==> config.mk <==
export PLATFORM = sky130hd
export DESIGN_NAME = mem_req_gen
export DESIGN_NICKNAME = d
export VERILOG_FILES = /design/src/rtl/mem_req_gen.sv
export SDC_FILE = /design/constraint.sdc
export NUM_CORES = 1
export LEC_CHECK = 0
export ABC_AREA = 1
export CAP_MARGIN = 20
export CORE_ASPECT_RATIO = 1.2
export CORE_MARGIN = 2
export CORE_UTILIZATION = 25
export CTS_BUF_LIST = sky130_fd_sc_hd__clkbuf_4 sky130_fd_sc_hd__clkbuf_8
export DETAILED_ROUTE_END_ITERATION = 8
export DONT_BUFFER_PORTS = 1
export GPL_ROUTABILITY_DRIVEN = 0
export PLACE_DENSITY_LB_ADDON = 0.08
export SYNTH_ARGS = -nofsm -noshare
export SYNTH_HDL_FRONTEND = slang
export SYNTH_SLANG_ARGS = --single-unit
==> constraint.sdc <==
create_clock -name clk -period 2.6 [get_ports clk]
set_clock_uncertainty 0.15 [all_clocks]
set_input_delay 0.39 -clock clk [delete_from_list [all_inputs] [get_ports clk]]
set_output_delay 0.39 -clock clk [all_outputs]
set_load 0.01 [all_outputs]
==> src/rtl/mem_req_gen.sv <==
// mem_req_gen: clocked line-fill request generator with req/ready handshake, address modes, request limit and timeout.
// Ports: clk/rst (sync, active-high); enable, mode, base_addr, num_req control a run;
// mem_req/mem_addr/mem_ready/mem_data form the memory handshake; rsp_valid/rsp_addr/rsp_data
// present each captured line for one cycle; req_count, done and timeout_err report progress.
// Optional MEM_REQ_GEN_STATS_EN adds live latency counters on lat_max/lat_sum (tied to 0 otherwise).
module mem_req_gen #(
  parameter int ADDR_WIDTH = 32,
  parameter int DATA_WIDTH = 128,
  parameter int REQ_PERIOD = 10,
  parameter int TIMEOUT = 64,
  parameter int STRIDE = 4,
  parameter logic [31:0] SEED = 32'hACE1_2468
) (
  input  logic                  clk,
  input  logic                  rst,
  input  logic                  enable,
  input  logic [1:0]            mode,
  input  logic [ADDR_WIDTH-1:0] base_addr,
  input  logic [15:0]           num_req,
  output logic                  mem_req,
  output logic [ADDR_WIDTH-1:0] mem_addr,
  input  logic                  mem_ready,
  input  logic [DATA_WIDTH-1:0] mem_data,
  output logic                  rsp_valid,
  output logic [ADDR_WIDTH-1:0] rsp_addr,
  output logic [DATA_WIDTH-1:0] rsp_data,
  output logic [15:0]           req_count,
  output logic                  done,
  output logic                  timeout_err,
  output logic [15:0]           lat_max,
  output logic [31:0]           lat_sum
);
  localparam int LB = DATA_WIDTH / 8;
  localparam int WW = $clog2(TIMEOUT + 1);
  localparam int GW = $clog2(REQ_PERIOD);
  localparam logic [ADDR_WIDTH-1:0] LINE = ADDR_WIDTH'(LB);
  localparam logic [ADDR_WIDTH-1:0] SSTEP = ADDR_WIDTH'(STRIDE * LB);
  localparam logic [ADDR_WIDTH-1:0] AMASK = ~ADDR_WIDTH'(LB - 1);
  localparam logic [31:0] POLY = 32'h8020_0003;
  typedef enum logic [2:0] {IDLE, REQ, GAP, DONE, ERR} state_e;
  state_e state_q, state_d;
  logic [1:0] mode_q, mode_d;
  logic [ADDR_WIDTH-1:0] addr_q, addr_d, rsp_addr_q, rsp_addr_d, rnd_addr, adv_addr;
  logic [31:0] lfsr_q, lfsr_d, lfsr_nxt;
  logic [WW-1:0] wcnt_q, wcnt_d;
  logic [GW-1:0] gcnt_q, gcnt_d;
  logic rsp_valid_q, rsp_valid_d, done_q, done_d, terr_q, terr_d;
  logic [DATA_WIDTH-1:0] rsp_data_q, rsp_data_d;
  logic [15:0] cnt_q, cnt_d, cnt_new;
  logic start, fire, hit;
  assign lfsr_nxt = lfsr_q[0] ? ((lfsr_q >> 1) ^ POLY) : (lfsr_q >> 1);
  assign rnd_addr = lfsr_nxt[ADDR_WIDTH-1:0] & AMASK;
  assign adv_addr = mode_q == 2'd0 ? rnd_addr :
                    mode_q == 2'd1 ? addr_q + LINE :
                    mode_q == 2'd2 ? addr_q + SSTEP : addr_q;
  assign start = state_q == IDLE && enable;
  assign fire = state_q == REQ && mem_ready;
  assign cnt_new = cnt_q == 16'hFFFF ? cnt_q : cnt_q + 16'd1;
  assign hit = num_req != 16'd0 && cnt_new == num_req;
  always_comb begin
    state_d = state_q;
    mode_d = mode_q;
    addr_d = addr_q;
    lfsr_d = lfsr_q;
    wcnt_d = wcnt_q;
    gcnt_d = gcnt_q;
    cnt_d = cnt_q;
    done_d = done_q;
    terr_d = terr_q;
    rsp_valid_d = fire;
    rsp_addr_d = fire ? addr_q : rsp_addr_q;
    rsp_data_d = fire ? mem_data : rsp_data_q;
    case (state_q)
      IDLE: if (enable) begin
        state_d = REQ;
        mode_d = mode;
        addr_d = mode == 2'd0 ? rnd_addr : base_addr & AMASK;
        lfsr_d = mode == 2'd0 ? lfsr_nxt : lfsr_q;
        wcnt_d = '0;
        cnt_d = '0;
        done_d = 1'b0;
      end
      REQ: if (mem_ready) begin
        cnt_d = cnt_new;
        done_d = hit;
        gcnt_d = '0;
        state_d = hit ? DONE : !enable ? IDLE : GAP;
      end else if (wcnt_q == WW'(TIMEOUT - 1)) begin
        state_d = ERR;
        terr_d = 1'b1;
      end else begin
        wcnt_d = wcnt_q + 1'b1;
      end
      GAP: if (gcnt_q == GW'(REQ_PERIOD - 2)) begin
        // The LFSR only advances when a request is actually going to be issued.
        state_d = enable ? REQ : IDLE;
        addr_d = enable ? adv_addr : addr_q;
        lfsr_d = enable && mode_q == 2'd0 ? lfsr_nxt : lfsr_q;
        wcnt_d = '0;
      end else begin
        gcnt_d = gcnt_q + 1'b1;
      end
      DONE: state_d = enable ? DONE : IDLE;
      default: state_d = ERR;
    endcase
  end
  always_ff @(posedge clk) begin
    if (rst) begin
      state_q <= IDLE;
      mode_q <= '0;
      addr_q <= '0;
      lfsr_q <= SEED;
      wcnt_q <= '0;
      gcnt_q <= '0;
      cnt_q <= '0;
      done_q <= 1'b0;
      terr_q <= 1'b0;
      rsp_valid_q <= 1'b0;
      rsp_addr_q <= '0;
      rsp_data_q <= '0;
    end else begin
      state_q <= state_d;
      mode_q <= mode_d;
      addr_q <= addr_d;
      lfsr_q <= lfsr_d;
      wcnt_q <= wcnt_d;
      gcnt_q <= gcnt_d;
      cnt_q <= cnt_d;
      done_q <= done_d;
      terr_q <= terr_d;
      rsp_valid_q <= rsp_valid_d;
      rsp_addr_q <= rsp_addr_d;
      rsp_data_q <= rsp_data_d;
    end
  end
  assign mem_req = state_q == REQ;
  assign mem_addr = addr_q;
  assign rsp_valid = rsp_valid_q;
  assign rsp_addr = rsp_addr_q;
  assign rsp_data = rsp_data_q;
  assign req_count = cnt_q;
  assign done = done_q;
  assign timeout_err = terr_q;
`ifdef MEM_REQ_GEN_STATS_EN
  logic [15:0] lat_max_q, lat_max_d, lat16;
  logic [31:0] lat_sum_q, lat_sum_d, lat32;
  logic [32:0] sum33;
  always_comb begin
    // wcnt_q holds cycles waited so far; the completing cycle itself counts too.
    lat32 = 32'(wcnt_q) + 32'd1;
    lat16 = lat32 > 32'h0000_FFFF ? 16'hFFFF : lat32[15:0];
    sum33 = {1'b0, lat_sum_q} + {1'b0, lat32};
    lat_max_d = start ? '0 : fire && lat16 > lat_max_q ? lat16 : lat_max_q;
    lat_sum_d = start ? '0 : fire ? (sum33[32] ? '1 : sum33[31:0]) : lat_sum_q;
  end
  always_ff @(posedge clk) begin
    if (rst) begin
      lat_max_q <= '0;
      lat_sum_q <= '0;
    end else begin
      lat_max_q <= lat_max_d;
      lat_sum_q <= lat_sum_d;
    end
  end
  assign lat_max = lat_max_q;
  assign lat_sum = lat_sum_q;
`else
  assign lat_max = '0;
  assign lat_sum = '0;
`endif
endmodule
# --- After elaboration in Yosys (flattened, before gate mapping) ---
# Cells that the tools add are included.
word_totals:
  reg_bits: 259
  output_inout_bits: 260
  elab_cells: 96
classes:
  eq_ne: 20
  bitwise_logic: 2
  n_reduce_logical: 19
  add_sub_neg: 5
  n_mux: 38
op_table:
  columns: ["op", "count"]
  rows:
  - ["two-way mux 32 bit", 12]
  - ["one-hot mux 32 bit (2 select lines)", 2]
  - ["two-way mux 16 bit", 3]
  - ["adder 32 x 5 -> 32 bit (second input constant)", 1]
  - ["adder 32 x 7 -> 32 bit (second input constant)", 1]
  - ["one-hot mux 16 bit (2 select lines)", 1]
  - ["two-way mux 7 bit", 4]
  - ["one-hot mux 7 bit (3 select lines)", 1]
  - ["adder 16 x 1 -> 16 bit (second input constant)", 1]
  - ["equality test 16 bit", 1]
  - ["equality test 16 bit (second input constant)", 1]
  - ["nonzero test 16 bit", 1]
  - ["AND reduction 5 bit", 3]
  - ["!= test 2 bit (second input constant)", 7]
  - ["two-way mux 3 bit", 4]
  - ["one-hot mux 3 bit (4 select lines)", 1]
  - ["AND reduction 3 bit", 4]
  - ["two-way mux 4 bit", 2]
  - ["one-hot mux 4 bit (2 select lines)", 1]
  - ["adder 7 x 1 -> 7 bit (second input constant)", 1]
  - ["equality test 7 x 6 -> 1 bit (second input constant)", 1]
  - ["equality test 3 x 2 -> 1 bit (second input constant)", 2]
  - ["two-way mux 2 bit", 3]
  - ["nonzero test 2 bit", 3]
  - ["17 further kinds", 23]

# --- Depth between registers and ports, before layout ---
# Gate-level depths: netlist of the first run.
logic_depth:
  word_depth: 7
  depth_mapped: 17

# --- Worst setup path before layout of the first run ---
# OpenSTA, ideal clock, no wires.
synth_timing:
  path_kind: "reg2reg"
  startpoint: "reg cnt_q[0], in the netlist req_count[0]"
  endpoint: "reg state_q[0]"
  path_slack_ps: 379
  arrival_time_ps: 2001
  n_path_buf: 1
  setup_time_ps: 70
  path_stages_with_launch: 17
  path_cell_list: "dfxtp_1 -> ha_1 -> nand2_1 -> nor2_2 -> nand2_2 -> inv_2 -> nand2_4 -> buf_6 -> nand2_1 -> nand2_1 -> a21oi_1 -> nand3_1 -> nor2_1 -> nand3_1 -> nand2_1 -> nand2_1 -> a21oi_1"
synth_via:
  elab_chain_cells: 7
synth_rtl:
  columns: ["item", "line", "source"]
  rows:
  - ["from (decl)", "49", "logic [15:0] cnt_q, cnt_d, cnt_new;"]
  - ["from (signal assigned)", "128", "cnt_q <= cnt_d;"]
  - ["adder 16 x 1 -> 16 bit or equality test 16 bit (tied branches)", "58", "assign cnt_new = cnt_q == 16'hFFFF ? cnt_q : cnt_q + 16'd1;"]
  - ["two-way mux 16 bit (*)", "58", null]
  - ["equality test 16 bit (*)", "59", "assign hit = num_req != 16'd0 && cnt_new == num_req;"]
  - ["logical AND 1 bit (*)", "59", null]
  - ["two-way mux 2 bit (*)", "87", "state_d = hit ? DONE : !enable ? IDLE : GAP;"]
  - ["two-way mux 3 bit (*)", "83", "REQ: if (mem_ready) begin"]
  - ["one-hot mux 3 bit (4 select lines) (*)", "73", "case (state_q)"]
  - ["to (signal assigned)", "122", "state_q <= state_d;"]
  - ["to (decl)", "41", "state_e state_q, state_d;"]
# Every way passes the cells marked *; elsewhere a longest branch is shown, timed or not.
# A chain may end at the register's enable or synchronous reset.

# --- Worst setup path in the final report of the first run ---
layout_timing:
  startpoint: "reg addr_q[8], in the netlist mem_addr[8]"
  endpoint: "reg addr_q[31], in the netlist mem_addr[31]"
layout_via:
  elab_chain_cells: 7
layout_rtl:
  columns: ["item", "line", "source"]
  rows:
  - ["from (decl)", "43", "logic [ADDR_WIDTH-1:0] addr_q, addr_d, rsp_addr_q, rsp_addr_d, rnd_addr, adv_addr;"]
  - ["from (signal assigned)", "124", "addr_q <= addr_d;"]
  - ["adder 32 x 7 -> 32 bit", "55", "mode_q == 2'd2 ? addr_q + SSTEP : addr_q;"]
  - ["two-way mux 32 bit", "55", null]
  - ["two-way mux 32 bit (*)", "54", "mode_q == 2'd1 ? addr_q + LINE :"]
  - ["two-way mux 32 bit (*)", "53", "assign adv_addr = mode_q == 2'd0 ? rnd_addr :"]
  - ["two-way mux 32 bit (*)", "97", "addr_d = enable ? adv_addr : addr_q;"]
  - ["two-way mux 32 bit (*)", "94", "GAP: if (gcnt_q == GW'(REQ_PERIOD - 2)) begin"]
  - ["one-hot mux 32 bit (2 select lines) (*)", "73", null]
# Every way passes the cells marked *; elsewhere a longest branch is shown, timed or not. The select of a mux whose other input is x is not followed.

==> flow_metrics.tcl, run 1 <==
set metrics [dict create \
    ir_worst_vdd_uv 376 \
    hold_viol_final 0 \
    grt_pass1_wl_mm 66.9 \
    slew_violations 0 \
    synth_edf_count 0 \
    synth_area_mm2 0.0116 \
    cp.required_ns 2.98 \
    cts_made_buffers 48 \
    h-tree-depth 2 \
    cts_buffer_depth 3 \
    synth_area_per_cell_um2 7.09 \
    grt_pass1_vias 10900 \
    end_kind "register" \
    cts_setup_buffers 0 \
    worstSkewPairLatency_ns 0.61 \
    cts_tree "yes" \
    die_x_um 200 \
    fp.coreArea_mm2 0.0458 \
    grt_max_degree 93 \
    dr_total_vias 11300 \
    maxSlewHeadroom_pct 63.6 \
    ys_seq_elements 251 \
    synth_cell_types 48 \
    postLayoutSetupSlackWorst_ns 0.178 \
    final_common_cell "nand2_1" \
    n_fill_cell 4976 \
    drive_gt1_share_pct 10.6 \
    grt_use_total_pct 18.0 \
    hold_path.class "primary input to register" \
    reg2reg_slack_ns 0.18 \
    cts-root-buf "clkbuf_8" \
    run_status "completed" \
    initial_core_util_pct 25.2 \
    tightest_slew_ns 0.545 \
    postSynthCellCount 1631 \
    dp_slack_ns 0.118 \
    fin_crit_ns 2.42 \
    ys_dominant_reg_cell "dfxtp_1" \
    antenna_found_initial 0 \
    drv_cap 0 \
    avgRoutedWirePerCell_um 18.2 \
    ff_latch_area_mm2 0.00502 \
    ant_nets 0 \
    fmax_ghz 0.413 \
    setup_violations 0 \
    cts.clk_slew.worst_paths_ns 0.06 \
    firstDrtPassIters 7 \
    fin_util_pct 33.1 \
    avgViaCountPerCell 4.56 \
    crit_path_max_fanout 6 \
    post-route-drc-count 0 \
    async_reset_ff_share_pct 0 \
    antenna_cells 0 \
    multiInputGateArea_mm2 0.00554 \
    rsz0062_at_grt "no" \
    nets 2009 \
    cp.arrival_ns 2.81 \
    chipHeight_um 240 \
    p_leak_uw 0.00669 \
    layout_common_cells "nand2_1 (488), dfxtp_1 (251), nand3_1 (206)" \
    portBuffers 0 \
    die_area_mm2 0.0480 \
    finalPower_uw 11300 \
    synth_warnings 0 \
    row_count 86 \
    overflow 0 \
    power_density_mw_per_mm2 742 \
    area_delta_synth_final_pct 31.2 \
    post-dp-hpwl_mm 32.3 \
    yosysSeqAreaShare_pct 43.4 \
    fin_crit_sh_pct 93.1 \
    drtIter0Drc 625 \
    routed_wl_mm 45.0 \
    startpoint_type "register" \
    clkSinkCount 251 \
    setup_tns_ns 0 \
    critPathKind "register to register" \
    pin_count 442 \
]
-- cell families after synthesis --
family / share of synthesized area (%)
buffers and inverters: 10.9
other: 0.0324
and+or+nand+nor: 30.4
adders and majority gates: 0.865
DFF: 43.4
AOI/OAI and AO/OA: 12.5
xor gates and xnor gates: 1.89
-- worst max-delay path: stages, from the launching register on --
cell      delay [ns]
dfxtp_1         0.53
nand2_1         0.09
inv_1           0.08
nand2_1         0.07
nor2_1          0.21
nand3_1         0.23
or3_1           0.39
or2_2           0.28
nand3_1         0.08
o211ai_1        0.09
a31oi_1         0.14
-- cells in the mapped netlist, types with 2 or more instances --
cell	count	area, um^2
a211oi_1	5	37.5
a21oi_1	98	490
a31oi_1	14	87.6
a32o_1	2	20.0
and3_1	2	12.5
buf_1	14	52.6
buf_2	19	95.1
buf_4	58	435
buf_6	2	22.5
clkbuf_1	54	203
dfxtp_1	251	5020
ha_1	8	100
inv_1	111	417
inv_2	6	22.5
nand2_1	490	1840
nand2_2	3	18.8
nand2_4	2	22.5
nand3_1	207	1040
nand3b_1	2	15.0
nand4_1	20	125
nor2_1	67	251
nor2_2	3	18.8
nor2_4	3	33.8
nor3_1	11	55.1
nor4_1	4	25.0
o2111ai_1	3	26.3
o211ai_1	25	188
o21ai_0	97	485
o21ai_1	3	15.0
o221ai_1	3	26.3
or2_2	4	25.0
xnor2_1	3	26.3
xor2_1	22	193
-- state kept, by name, indices dropped and copies added, names as in the netlist --
signal and count:
rsp_data 128, lfsr_q 32, mem_addr 28, rsp_addr 28, req_count 16, wcnt_q 7, gcnt_q 4, state_q 3
mode_q 2, done 1, rsp_valid 1, timeout_err 1
-- area by class of cell --
| class | instances | share of cell area, % |
|---|---|---|
| clock buffers | 70 | 5.90 |
| inverters | 119 | 2.99 |
| flip-flops and latches | 251 | 33.1 |
| clock inverters | 19 | 1.67 |
| multi-input cells | 1169 | 36.5 |
| well taps | 616 | 5.08 |
| repair buffers | 230 | 14.7 |
-- stage by stage --
step                      cells  hold slack [ns]  instance area [um^2]
after floorplan            1686            0.280                 11800
after CTS                  2474          0.00260                 15100
final                      2474           0.0469                 15200
after global placement     2228            0.301                 12400
after global routing       2474           0.0536                 15200
after detailed placement   2228            0.307                 12400
-- final timing paths --
path,startpoint,end,depth (start not counted)
worst max-delay path,mem_addr[8]$_SDFFE_PP0P_,mem_addr[31]$_SDFFE_PP0P_,10
worst min-delay path,mode[0],mem_addr[25]$_SDFFE_PP0P_,3
worst max register to register,mem_addr[8]$_SDFFE_PP0P_,mem_addr[31]$_SDFFE_PP0P_,10
worst min register to register,lfsr_q[3]$_SDFFE_PP1P_,lfsr_q[3]$_SDFFE_PP1P_,2
-- routing by layer --
layer	track usage, %	wire length [um]	vias up
li1	-	-	5646
met1	20.8	18200	5152
met2	30.7	21600	409
met3	5.50	3470	86
met4	7.68	1760	0
met5	0	0	-
-- where the power goes --
part           internal, uW  total, uW  switching [uW]  leakage, uW
combinational           728       2010            1280      0.00405
sequential             4210       4600             391      0.00204
clock                  2820       4640            1820     0.000604
-- what timing repair did --
item	CTS	global route
resized for setup	0	9
hold buffers	157	0
endpoints found under the hold margin	191	0
setup endpoints to repair	0	6
Power figures use the tool's default switching activity.
==> run 2: changes to the inputs <==
Settings changed: SKIP_LAST_GASP set to 1.
==> run 2 against run 1 <==
Compared with the run above: combinational power is essentially flat; die area is the same; sequential power is essentially flat; non-clock buffer count is the same; sequential cell count is the same; critical path depth is the same; via count grew 0.15%; fmax grew 0.36%; clock-buffer cell count is the same; wire length is essentially flat; largest cell class unchanged.
==> flow_metrics.tcl, run 2 (synthesized netlist as in run 1, its figures left out) <==
set metrics [dict create \
    end_kind "register" \
    row_count 86 \
    cp.depth 10 \
    reg2reg_to "mem_addr[31]$_SDFFE_PP0P_" \
    cpPeakStageDelay_ns 0.53 \
    dr_total_vias 11300 \
    cts.clk_slew.worst_paths_ns 0.06 \
    avgViaCountPerCell 4.57 \
    n_fill_cell 4974 \
    critPathBufInv 1 \
    routed_wl_mm 44.9 \
    chipHeight_um 240 \
    ir_worst_vdd_uv 376 \
    ff_latch_area_mm2 0.00502 \
    grt_pass1_vias 10900 \
    cts_buffer_depth 3 \
    setup_violations 0 \
    p_leak_uw 0.00669 \
    slowest_stage "dfxtp_1" \
    power_switching_uw 3500 \
    reg2reg_slack_ns 0.19 \
    fin_crit_ns 2.41 \
    post-route-drc-count 0 \
    r2r_cells 10 \
    grt_max_degree 93 \
    antenna_cells 0 \
    post-dp-hpwl_mm 32.3 \
    avgRoutedWirePerCell_um 18.2 \
    crit_chain "nand2_1, inv_1, nand2_1, nor2_1, nand3_1, or3_1, or2_2, nand3_1, o211ai_1, a31oi_1" \
    crit_path_max_fanout 6 \
    multiInputGateArea_mm2 0.00553 \
    grt_use_total_pct 18.0 \
    tightest_slew_ns 0.547 \
    drv_cap 0 \
    crit_start "mem_addr[8]$_SDFFE_PP0P_" \
    cp-endpoint "mem_addr[31]$_SDFFE_PP0P_" \
    largest_reg_flops 128 \
    portBuffers 0 \
    pin_count 442 \
    die_x_um 200 \
    drive_gt1_share_pct 10.6 \
    fp.coreArea_mm2 0.0458 \
    cts_tree "yes" \
    firstDrtPassIters 7 \
    rsz0062_at_grt "yes" \
    overflow 0 \
    combPwrFrac_pct 17.9 \
    maxSlewHeadroom_pct 63.2 \
    p_clk_share_pct 41.3 \
    fin_crit_sh_pct 92.8 \
    cp.required_ns 2.99 \
    worstSkewPairLatency_ns 0.61 \
    h-tree-depth 2 \
    die_area_mm2 0.0480 \
    cp.arrival_ns 2.80 \
    antenna_found_initial 0 \
    fmax_ghz 0.414 \
    hold_viol_final 0 \
    run_status "completed" \
    p_seq_share_pct 40.9 \
    startpoint_type "register" \
    cts_made_buffers 48 \
    slew_violations 0 \
    ant_nets 0 \
    layout_common_cells "nand2_1 (488), dfxtp_1 (251), nand3_1 (206)" \
    intPower_uw 7760 \
    nets 2009 \
    p_sw_share_pct 31.1 \
    crit_family "simple AND/OR/NAND/NOR gates" \
    clkSinkCount 251 \
    finalPower_uw 11300 \
    final_cells 2474 \
    area_delta_synth_final_pct 31.1 \
    initial_core_util_pct 25.2 \
    hold_path.class "primary input to register" \
    power_density_mw_per_mm2 742 \
    cts_setup_buffers 0 \
    grt_pass1_wl_mm 66.9 \
    placed_cells 2228 \
    drtIter0Drc 665 \
    timing.rr.start "mem_addr[8]$_SDFFE_PP0P_" \
    final_common_cell "nand2_1" \
    cts-root-buf "clkbuf_8" \
    critPathKind "register to register" \
]
run 2: routing by layer:
layer | wire [um] | up-vias | share of wire [%] | global-route usage, %
met5 | 0 | - | 0 | 0
met4 | 1770 | 0 | 3.9 | 7.68
met3 | 3500 | 88 | 7.8 | 5.50
met2 | 21600 | 412 | 48 | 30.7
met1 | 18100 | 5168 | 40 | 20.8
li1 | - | 5642 | - | -
run 2: worst reg2reg max path, cell delays in order, from the launching register on:
cell	delay (ns)
dfxtp_1	0.53
nand2_1	0.09
inv_1	0.08
nand2_1	0.07
nor2_1	0.21
nand3_1	0.23
or3_1	0.39
or2_2	0.28
nand3_1	0.08
o211ai_1	0.09
a31oi_1	0.14
run 2: power by group through the flow:
stage,combinational (uW),clock [uW],sequential [uW]
2_1_floorplan,1120,0,4650
3_3_place_gp,1800,0,4680
3_5_place_dp,1800,0,4680
4_1_cts,2030,4820,4600
5_1_grt,2260,4980,4640
6_report,2010,4640,4600
run 2: how the worst min path moves through the flow:
stage                           startpoint                         to  slack (ns)  depth (start not counted)
CTS                                mode[0]  mem_addr[25]$_SDFFE_PP0P_       0.003                          3
detailed placement  lfsr_q[8]$_SDFFE_PP0P_     lfsr_q[7]$_SDFFE_PP0P_        0.31                          2
global placement    lfsr_q[3]$_SDFFE_PP1P_     lfsr_q[3]$_SDFFE_PP1P_        0.30                          2
finish                          num_req[3]          done$_SDFFE_PP0P_        0.06                          6
floorplan           lfsr_q[3]$_SDFFE_PP1P_     lfsr_q[3]$_SDFFE_PP1P_        0.28                          2
global route                       mode[0]  mem_addr[25]$_SDFFE_PP0P_        0.05                          3
run 2: stage by stage:
step	instance area, um^2	hold slack [ns]	utilization, %	setup TNS, ns	setup WS [ns]
after floorplan	11800	0.280	-	0	0.379
after global placement	12400	0.301	27.1	0	0.127
after detailed placement	12400	0.307	27.1	0	0.118
after CTS	15100	0.00260	33.0	0	0.0949
after global routing	15200	0.0536	33.1	-0.0113	-0.0113
final	15200	0.0648	33.1	0	0.187
run 2: layout make-up:
| type | instances | share of cell area, % |
|---|---|---|
| sequential | 251 | 33.1 |
| tap | 616 | 5.08 |
| clock inverter | 19 | 1.67 |
| timing repair buffer | 230 | 14.7 |
| multi-input combinational | 1169 | 36.5 |
| inverter | 119 | 2.99 |
| clock buffer | 70 | 5.90 |
run 2: repair_timing:
| action | in CTS | in global routing |
|---|---|---|
| hold buffers | 157 | 0 |
| hold endpoints to repair | 191 | 0 |
| resized for setup | 0 | 8 |
| setup endpoints to repair | 0 | 6 |
==> run 3: changes to the inputs <==
Settings changed: ABC_AREA 1 to not set, PLACE_DENSITY set to 0.39, PLACE_DENSITY_LB_ADDON 0.08 to not set.
==> run 3 against run 2 <==
Compared with the run above: global-route usage shrank 0.73 points; critical path depth shrank 2; synthesized cell count shrank 10%; first-iteration DRC count shrank 36%; cell area grew 1.0%; clock power shrank 13%; critical endpoint is now state_q[1]$_SDFFE_PP0P_.
==> flow_metrics.tcl, run 3 <==
set metrics [dict create \
    r2r_cells 8 \
    synth_compound_area_share_pct 17.9 \
    min_from "rst" \
    area_delta_synth_final_pct 38.2 \
    initial_core_util_pct 25.3 \
    critPathBufInv 0 \
    cts_buffer_depth 3 \
    synth_area_leader_cell "dfxtp_1" \
    cpPeakStageDelay_ns 0.53 \
    drive_gt1_share_pct 11.6 \
    routed_wl_mm 41.9 \
    end_kind "register" \
    post-dp-hpwl_mm 28.1 \
    pin_count 442 \
    synth_area_per_cell_um2 7.55 \
    p_seq_share_pct 45.0 \
    worstSkewPairLatency_ns 0.59 \
    highest_layer "met4" \
    chipHeight_um 235 \
    layout_common_cells "nand2_1 (410), dfxtp_1 (246), a21oi_1 (229)" \
    final_cell_area_mm2 0.0153 \
    crit_path_max_fanout 4 \
    synth_top_family_by_area "simple AND/OR/NAND/NOR gates" \
    ys_top_cells_by_count "nand2_1 (412), dfxtp_1 (251), a21oi_1 (229)" \
    wl_met3_mm 3.22 \
    firstDrtPassIters 6 \
    grt_pass1_wl_mm 62.3 \
    cts-root-buf "clkbuf_8" \
    antenna_found_initial 1 \
    p_leak_uw 0.00585 \
    grt_use_total_pct 17.3 \
    drtIter0Drc 427 \
    synth.most_common_cell "nand2_1" \
    hold_path.class "primary input to register" \
    run_status "completed" \
    postSynthCellCount 1468 \
    rsz0062_at_grt "yes" \
    grt_max_degree 129 \
    power_density_mw_per_mm2 605 \
    p_clk_share_pct 43.4 \
    reg2reg_to "state_q[1]$_SDFFE_PP0P_" \
    fin_crit_sh_pct 97.6 \
    row_count 84 \
    cts_made_buffers 45 \
    slew_violations 0 \
    met1_length_mm 16.7 \
    drv_cap 0 \
    fp.coreArea_mm2 0.0438 \
    post-route-drc-count 0 \
    grt_pass1_vias 10700 \
    synth_warnings 0 \
    synth_top_area_share_pct 45.3 \
    crit_start "req_count[0]$_SDFFE_PP0P_" \
    intPower_uw 6790 \
    dr_total_vias 11100 \
    die_x_um 196 \
    reg2reg_slack_ns 0.06 \
    maxSlewHeadroom_pct 47.7 \
    synth_area_mm2 0.0111 \
    synth_xor_xnor_area_share_pct 2.13 \
    h-tree-depth 2 \
    ir_worst_vdd_uv 335 \
    crit_chain "ha_2, nand3_4, nor2_4, a31oi_1, or3_1, or4_1, or4_4, o22ai_1" \
    async_reset_ff_share_pct 0 \
    met2_length_mm 20.6 \
    nets 1914 \
    combPwrFrac_pct 11.6 \
    synth_cell_types 54 \
    die_area_mm2 0.0461 \
    cp.arrival_ns 2.90 \
    clkSinkCount 251 \
    synth_mux_area_share_pct 0.812 \
    ys_dominant_reg_cell "dfxtp_1" \
    power_switching_uw 2480 \
    synth-simple-area-share_pct 25.0 \
    overflow 0 \
    synth_fa_ha_area_share_pct 0.903 \
    hold_depth 2 \
    final_common_cell "nand2_1" \
    fin_crit_ns 2.54 \
    cp.required_ns 2.96 \
    startpoint_type "register" \
    ys_seq_elements 251 \
    avgRoutedWirePerCell_um 18.1 \
    cts_tree "yes" \
    synth.area.top_cells "dfxtp_1 (45%), nand2_1 (14%), a21oi_1 (10%), buf_4 (3.9%), clkbuf_1 (3.2%)" \
    min_to "wcnt_q[1]$_SDFFE_PP0P_" \
    slowest_stage "or4_4" \
    timing.rr.start "req_count[0]$_SDFFE_PP0P_" \
    p_sw_share_pct 26.7 \
    fmax_ghz 0.394 \
    yosysSeqAreaShare_pct 45.3 \
    finalPower_uw 9270 \
    critPathKind "register to register" \
    tightest_slew_ns 0.782 \
    ant_nets 0 \
    setup_violations 0 \
    portBuffers 0 \
    largest_reg_flops 128 \
    cts.clk_slew.worst_paths_ns 0.06 \
    synth_edf_count 0 \
    hold_viol_final 0 \
    avgViaCountPerCell 4.79 \
    post_dp_cell_area_mm2 0.0120 \
    crit_family "simple AND/OR/NAND/NOR gates" \
]
-- run 3: changes by cell type in the layout (fill, tap and decap cells not counted), moves of 18 or more --
cell,previous run,this run
nor2_1,63,82
o21ai_0,97,42
dlygate4sd3_1,156,219
nand3_1,206,21
a21oi_1,98,229
o22ai_1,1,19
inv_1,110,17
o211ai_1,25,0
nand2_1,488,410
-- run 3: kinds of logic (layout without fill, tap and decap cells) --
family,count (synthesis),after routing
simple gates,641,641
other cells,1,57
mux,9,9
buf+inv,175,408
fa+ha+maj,8,8
flops,251,251
compound gates,356,356
xor+xnor,27,27
-- run 3: area by class of cell --
class	count	area, um^2
fillers	4607	28500
diodes	1	2.50
flip-flops and latches	251	5030
multi-input cells	1097	5510
clock buffers	70	870
clock inverters	9	103
repair buffers	312	3040
inverters	17	63.8
well taps	559	699
-- run 3: worst max path at each step --
stage / endpoint / slack [ns] / cells past startpoint
CTS: rsp_addr[27]$_SDFFE_PP0P_ / 0.02 / 7
global route: rsp_addr[20]$_SDFFE_PP0P_ / -0.09 / 7
global placement: state_q[0]$_SDFFE_PP0P_ / -0.01 / 8
floorplan: state_q[0]$_SDFFE_PP0P_ / 0.01 / 9
detailed placement: state_q[1]$_SDFFE_PP0P_ / -0.03 / 8
finish: state_q[1]$_SDFFE_PP0P_ / 0.06 / 8
-- run 3: per-stage QoR --
step / hold slack [ns] / TNS, ns / cells / utilization [%] / setup slack (ns)
3_5_place_dp: 0.302 / -0.0775 / 2013 / 27.4 / -0.0325
5_1_grt: 0.0417 / -0.515 / 2316 / 35.0 / -0.0882
4_1_cts: 0.000632 / 0 / 2312 / 34.7 / 0.0153
3_3_place_gp: 0.294 / -0.00963 / 2013 / 27.4 / -0.00963
2_1_floorplan: 0.282 / 0 / 1523 / - / 0.0147
6_report: 0.0484 / 0 / 2316 / 35.0 / 0.0618
-- run 3: layer usage --
metal / vias to the layer above / GRT usage (%)
met5: - / 0
met4: 0 / 6.61
met3: 76 / 5.40
met2: 398 / 30.4
met1: 5200 / 19.3
li1: 5410 / -
-- run 3: power groups by stage --
stage	clock (uW)	combinational (uW)	sequential [uW]
3_5_place_dp	0	817	4260
5_1_grt	4390	1190	4190
4_1_cts	4200	1070	4170
3_3_place_gp	0	815	4250
2_1_floorplan	0	612	4250
6_report	4030	1070	4170
-- run 3: what timing repair did --
| action | CTS | global route |
|---|---|---|
| hold buffers | 220 | 0 |
| gates resized for setup | 2 | 20 |
| gates cloned | 0 | 1 |
| endpoints found under the hold margin | 245 | 0 |
| pin swaps | 0 | 1 |
| buffers inserted | 0 | 2 |
| endpoints found under the setup margin | 3 | 31 |
